$ cat src/rtl/pc_fetch.sv
// pc_fetch: instruction fetch stage with PC register, stall/redirect control and IF/ID register
module pc_fetch #(
  parameter logic [31:0] RESET_PC = 32'h0000_0000
) (
  input  logic        clk,
  input  logic        rst_n,
  input  logic        stall,
  input  logic        pc_src,
  input  logic [31:0] target,
  output logic        imem_req,
  output logic [31:0] imem_addr,
  input  logic        imem_ready,
  input  logic [31:0] imem_rdata,
  output logic [31:0] instr,
  output logic [31:0] pc_out,
  output logic [31:0] inc_pc,
  output logic        if_valid
);
  typedef enum logic [1:0] {BOOT, FETCH, REDIR} state_t;
  state_t state, state_n;
  logic [31:0] pc, pc_inc;
  logic hs;
  assign imem_addr = pc;
  assign imem_req  = state == FETCH && !stall && !pc_src;
  assign hs        = imem_req && imem_ready;
  assign pc_inc    = pc + 32'd4;
  always_comb state_n = pc_src ? REDIR : stall ? state : FETCH;
  always_ff @(posedge clk or negedge rst_n)
    if (!rst_n) begin
      state    <= BOOT;
      pc       <= RESET_PC & 32'hFFFF_FFFC;
      instr    <= '0;
      pc_out   <= '0;
      inc_pc   <= '0;
      if_valid <= 1'b0;
    end else begin
      state <= state_n;
      if (pc_src) begin
        pc       <= target & 32'hFFFF_FFFC;
        if_valid <= 1'b0;
      end else if (!stall) begin
        if_valid <= hs;
        if (hs) begin
          instr  <= imem_rdata;
          pc_out <= pc;
          inc_pc <= pc_inc;
          pc     <= pc_inc;
        end
      end
    end
endmodule

$ cat config.mk
export PLATFORM = sky130hd
export DESIGN_NAME = pc_fetch
export DESIGN_NICKNAME = d
export VERILOG_FILES = /design/src/rtl/pc_fetch.sv
export SDC_FILE = /design/constraint.sdc
export NUM_CORES = 1
export LEC_CHECK = 0
export BUFFER_PORTS_ARGS = -buffer_cell sky130_fd_sc_hd__buf_2
export CORE_ASPECT_RATIO = 0.6
export CORE_MARGIN = 10
export CORE_UTILIZATION = 45
export CTS_CLUSTER_SIZE = 14
export DETAILED_ROUTE_END_ITERATION = 10
export GPL_TIMING_DRIVEN = 0
export PLACE_DENSITY_LB_ADDON = 0.12
export SYNTH_ARGS = -nofsm -noshare
export SYNTH_HDL_FRONTEND = slang
export SYNTH_SLANG_ARGS = --single-unit
$ cat constraint.sdc
create_clock -name clk -period 5.1 [get_ports clk]
set_input_delay 1.02 -clock clk [delete_from_list [all_inputs] [get_ports clk]]
set_output_delay 1.02 -clock clk [all_outputs]
set_load 0.05 [all_outputs]
==> impl_metrics.toml, run 1 <==
[placement]
portBuffers = 189
dp_cells = 958
gp_congestion = 0.8235
dp_hpwl_um = 13330

[synthesis]
synthesis.area_um2 = 5642
synth_flop_cell = "dfrtp_1"
synthDistinctLibCells = 48
yosys-top-cells-area = "dfrtp_1 (55%), nand2_1 (15%), o21ai_0 (3.5%)"
avgSynthCellArea_um2 = 9.434
synth_top_area_share_pct = 55.44
seq_area_frac_synth_pct = 55.44
yosysTopAreaCell = "dfrtp_1"
ys_warn_count = 0
synth_edf_count = 0
netlist_instances = 598
synth_seq_cells = 125
synthArstFlopShare_pct = 100.0

[drt]
ant_nets = 0
wl_per_cell_um = 17.85
via_per_inst = 5.128
vias = 5077
first_iter_violations = 409
drc = 0
drt-pass1-iter-count = 5
routed_wl_um = 17670

[critical_path]
crit_chain = "buf_6 > nor4b_4 > buf_2"
critical_path_arrival_ns = 1.87
max_stage_delay_ns = 0.37
r2r_cells = 6
crit_path_start_kind = "input pin"
crit_type = "in -> out"
end_kind = "output port"
slowest_stage = "nor4b_4"
required_ns = 4.08
crit_fanout = 10

[sta]
hold_viol = 0
clock.fmax_mhz = 346.5
fin_skew_ns = 0.009276
fin_crit_ns = 2.886
setup_tns_ns = 0
tightest_slew_ns = 0.6365
fin_crit_sh_pct = 56.59
final_max_slew_viol_count = 0
slew_headroom_pct = 57.56
finalSetupViolations = 0
rsz0062_at_grt = "false"

[final_layout]
fin_nets = 882
areaGrowthSynthToFinish_pct = 31.51
utilization_pct = 61.12
stdcell_count = 990
layout-drive-gt1-share_pct = 33.25

[floorplan]
num_rows = 31
start_util_pct = 46.47
die_w_um = 164.6
die_h_um = 106.7
io_pins = 199
core_area_um2 = 12140
dieArea_um2 = 17560

[global_route]
grt_first_pass_wirelength_um = 27760
grt_overflow_total = 0
grt_max_degree = 93
grt_pass1_vias = 5205
grt_util_all_layers_pct = 19.83
antenna_found_initial = 1

[pwr]
switchingPower_uw = 1390
ir_worst_vdd_uv = 220.0
comb_power_share_pct = 30.9
sw_frac_of_total_pct = 39.69
seqPwrFrac_pct = 36.1
internal_power_uw = 2112
leakagePower_uw = 0.003949
power.density_nw_per_um2 = 472.0
p_clk_share_pct = 33.1

[cts]
cts.clk_slew.worst_paths_ns = 0.06
cts_buffers = 17
h-tree-depth = 4
cts-root-buf = "clkbuf_16"
ctsResizeCount = 0
hold_buffers = 0
cts_sinks = 125
cts_tree = "done"
post_cts.repair.setup_buffers = 0
insertion_delay_ns = 0.41
cts_buffer_depth = 2

[hold_path]
hold_depth = 2
hp-class = "reg -> reg"

[run]
cap_violations = 0

[outcome]
status = "completed"
[cell families after synthesis]
| kind of cell | count (synthesis) | share of synthesized area (%) |
|---|---|---|
| XOR/XNOR | 28 | 4.347 |
| AND/OR/NAND/NOR | 298 | 23.71 |
| flip-flops | 125 | 55.44 |
| AO/OA/AOI/OAI | 92 | 10.25 |
| adder cells (fa/ha/maj) | 1 | 0.2217 |
| buffers and inverters | 52 | 5.766 |
| other | 1 | 0.06647 |
| multiplexers | 1 | 0.1996 |
[critical path: cells and delay by family]
kind	cells	cell delay, ns
buffers and inverters	2	0.48
AND/OR/NAND/NOR	1	0.37
[metrics by stage]
stage / setup WS [ns] / hold WS, ns / area [um^2] / total power (uW)
after floorplan: 2.210 / 0.4929 / 5660 / 2056
after global placement: 1.427 / 0.4523 / 6813 / 2345
after detailed placement: 2.202 / 0.4563 / 6847 / 2366
after CTS: 2.197 / 0.4719 / 7417 / 3530
after global routing: 2.154 / 0.4865 / 7417 / 3658
final: 2.214 / 0.4704 / 7420 / 3502
[flip-flops by register name, summed over array words and instances, names as in the netlist]
name and count:
state 2, imem_addr 30, pc_out 30, if_valid 1, inc_pc 30, instr 32
[synth_stat cells (3+ instances only)]
cell	count
nand2_1	225
dfrtp_1	125
o21ai_0	40
xnor2_1	18
buf_2	17
nand3_1	16
a22oi_1	14
o21ai_1	13
clkbuf_1	11
xor2_1	10
a221o_1	9
buf_4	9
nor2_1	9
buf_6	6
nand4_1	6
nor3_1	6
nor4_1	6
a21o_1	5
and3_1	5
nor3b_1	4
o311ai_1	4
a21oi_1	3
clkbuf_2	3
inv_1	3
[cells in the final DEF (no fill, tap or decap), types with 2 or more instances in the layout]
| cell | n |
|---|---|
| a21o_1 | 5 |
| a21oi_1 | 3 |
| a221o_1 | 9 |
| a22oi_1 | 14 |
| a31oi_1 | 2 |
| and3_1 | 5 |
| and3_2 | 2 |
| and4_2 | 2 |
| buf_2 | 205 |
| buf_4 | 9 |
| buf_6 | 7 |
| clkbuf_1 | 12 |
| clkbuf_16 | 17 |
| clkbuf_2 | 3 |
| clkbuf_8 | 5 |
| clkinv_2 | 2 |
| clkinvlp_4 | 5 |
| conb_1 | 6 |
| dfrtp_1 | 125 |
| inv_1 | 3 |
| nand2_1 | 225 |
| nand2b_1 | 2 |
| nand3_1 | 16 |
| nand4_1 | 6 |
| nand4_2 | 2 |
| nor2_1 | 9 |
| nor2_2 | 2 |
| nor3_1 | 6 |
| nor3_2 | 2 |
| nor3b_1 | 4 |
| nor4_1 | 6 |
| o21ai_0 | 40 |
| o21ai_1 | 13 |
| o311ai_1 | 4 |
| xnor2_1 | 18 |
| xor2_1 | 10 |
[layer usage]
layer,vias to the layer above,track usage [%],wire [um]
met4,0,4.786,111
met3,12,8.289,1816
met1,2454,26.14,7992
li1,2420,-,-
met2,191,29.68,7750
met5,-,0,0
[worst paths after layout]
| check | end | from | slack [ns] |
|---|---|---|---|
| setup reg to reg | inc_pc[26] | imem_addr[2] | 2.70 |
| hold reg to reg | pc_out[23] | pc_out[23] | 0.47 |
| min in group asynchronous | pc_out[17] | rst_n | 0.49 |
| max in group asynchronous | imem_addr[11] | rst_n | 3.83 |
| hold / removal | pc_out[23] | pc_out[23] | 0.47 |
| setup / recovery | imem_req | pc_src | 2.21 |
[power by group through the flow]
stage | clock network (uW) | logic, uW | registers [uW]
4_1_cts | 1170 | 1090 | 1260
5_1_grt | 1230 | 1150 | 1280
2_1_floorplan | 0 | 207 | 1850
3_3_place_gp | 0 | 1080 | 1270
6_report | 1160 | 1080 | 1260
3_5_place_dp | 0 | 1090 | 1270
[final cells by class]
class,instances,area [um^2]
Buffer,49,314.1
Sequential cell,125,3128
Antenna cell,1,2.502
Inverter,3,11.26
Tap cell,165,206.4
Timing Repair Buffer,190,979.7
Clock inverter,9,86.33
Fill cell,1081,4721
Clock buffer,22,484.2
Multi-Input combinational cell,426,2207
No activity file was read; power rests on OpenSTA's default activity.
==> run 2: changes to the inputs <==
==> constraint.sdc (replaced) <==
create_clock -name clk -period 2.4 [get_ports clk]
set_input_delay 0.48 -clock clk [delete_from_list [all_inputs] [get_ports clk]]
set_output_delay 0.48 -clock clk [all_outputs]
set_load 0.05 [all_outputs]
==> run 2 against run 1 <==
Against the previous run:
- sequential share of layout area down 0.13 points
- power grew 110%
- sequential cell count unchanged
- cell area grew 0.32%
- largest cell class unchanged
- clock power increased by 110%
- first-iteration DRC count down 10%
- highest routed layer unchanged
==> impl_metrics.toml, run 2 (synthesis gave the netlist of run 1 again) <==
[sta]
fin_crit_sh_pct = 92.94
fin_crit_ns = 2.231
final_max_slew_viol_count = 0
fin_ws_ns = 0.1694
rsz0062_at_grt = "false"
finalSetupViolations = 0
hold_slack_ns = 0.2549
tightest_slew_ns = 0.6186
clock.fmax_mhz = 448.3
slew_headroom_pct = 58.76
hold_viol = 0
fin_skew_ns = 0.007668

[placement]
dp_hpwl_um = 13330
place_area_um2 = 6847
gp_congestion = 0.8235
portBuffers = 189
dp_cells = 958
pre_cts_slack_ns = 0.06057

[critical_path]
crit_path_start_kind = "flop"
crit_chain = "ha_1 > nand4_2 > nor3_4 > nand4_1 > xnor2_1 > mux2_2"
reg2reg_to = "inc_pc[26]"
r2r_cells = 6
crit_type = "reg -> reg"
max_stage_delay_ns = 0.47
required_ns = 2.69
critical_path_arrival_ns = 2.52
rr_startpoint = "imem_addr[2]"
crit_fanout = 7
rrSetupSlack_ns = 0.17
slowest_stage = "dfrtp_1"
end_kind = "flop"

[final_layout]
seq_area_um2 = 3128
layout_common_cells = "nand2_1 (225), buf_2 (205), dfrtp_1 (125)"
final_common_cell = "nand2_1"
stdcell_count = 992
multi_input_area_um2 = 2213
post-route-cell-area_um2 = 7443
layout-drive-gt1-share_pct = 33.29
nFillCells = 1073
areaGrowthSynthToFinish_pct = 31.94
fin_nets = 884
largest_register = "instr"
largest_reg_flops = 32

[hold_path]
holdPathEnd = "instr[19]"
hold_depth = 3
worstHoldStart = "imem_rdata[19]"
hp-class = "in -> reg"

[pwr]
power_uw = 7451
power.density_nw_per_um2 = 1001
leakagePower_uw = 0.003973
ir_worst_vdd_uv = 467.5

[global_route]
grt_overflow_total = 0
grt_max_degree = 93
grt_util_all_layers_pct = 19.84
grt_pass1_vias = 5208
antenna_found_initial = 1
grt_first_pass_wirelength_um = 27770

[cts]
cts_tree = "done"
cts.clk_slew.worst_paths_ns = 0.06
cts_buffer_depth = 2
cts-root-buf = "clkbuf_16"
h-tree-depth = 4
insertion_delay_ns = 0.41
cts_buffers = 17
cts_sinks = 125

[drt]
routed_wl_um = 17670
drt-pass1-iter-count = 5
ant_nets = 0
via_per_inst = 5.077
drc = 0
vias = 5036
wl_per_cell_um = 17.81
first_iter_violations = 368

[floorplan]
die_h_um = 106.7
dieArea_um2 = 17560
die_w_um = 164.6
io_pins = 199
num_rows = 31
start_util_pct = 46.47
core_area_um2 = 12140

[outcome]
status = "completed"

[run]
cap_violations = 0
-- run 2: report_power, final --
part,internal (uW),switching [uW]
Sequential,2460,225
Clock,1530,941
Combinational,504,1800
-- run 2: area by class of cell --
cell class | count | area share (%)
diodes | 1 | 0.03362
plain buffers | 49 | 4.219
clock buffers | 22 | 6.505
clock inverters | 9 | 1.160
inverters | 3 | 0.1513
multi-input cells | 426 | 29.74
flip-flops and latches | 125 | 42.02
well taps | 165 | 2.774
repair buffers | 192 | 13.40
-- run 2: worst max-delay path, delay by kind of cell (launching register included) --
family	cells	cell delay, ns
mux	1	0.29
flops	1	0.47
simple gates	3	0.80
fa+ha+maj	1	0.35
xor+xnor	1	0.20
-- run 2: what timing repair did --
action,in CTS,in global routing
hold buffers,1,0
resized for setup,0,1
hold endpoints to repair,33,0
buffers inserted,0,1
endpoints found under the setup margin,0,2
-- run 2: how the worst max path moves through the flow --
stage                               end  cells past startpoint  slack [ns]    startpoint
final                        inc_pc[26]                      6        0.17  imem_addr[2]
after global routing         inc_pc[26]                      6        0.02  imem_addr[2]
after CTS                    inc_pc[26]                      6        0.01  imem_addr[2]
after detailed placement     inc_pc[26]                      6        0.06  imem_addr[2]
after global placement        pc_out[2]                      1       -0.73         rst_n
after floorplan           imem_addr[18]                      7        0.11        pc_src
-- run 2: stage by stage --
step           TNS [ns]  util [%]
2_1_floorplan         0         -
3_3_place_gp     -90.42     56.12
3_5_place_dp          0     56.39
4_1_cts               0     61.18
5_1_grt               0     61.29
6_report              0     61.31
-- run 2: routing by layer --
layer  track usage [%]  routed length (um)  vias to the layer above
met5                 0                   0                        -
met4             4.786                 164                        0
met3             8.289                1739                       17
met2             29.68                7660                      176
met1             26.17                8105                     2413
li1                  -                   -                     2430
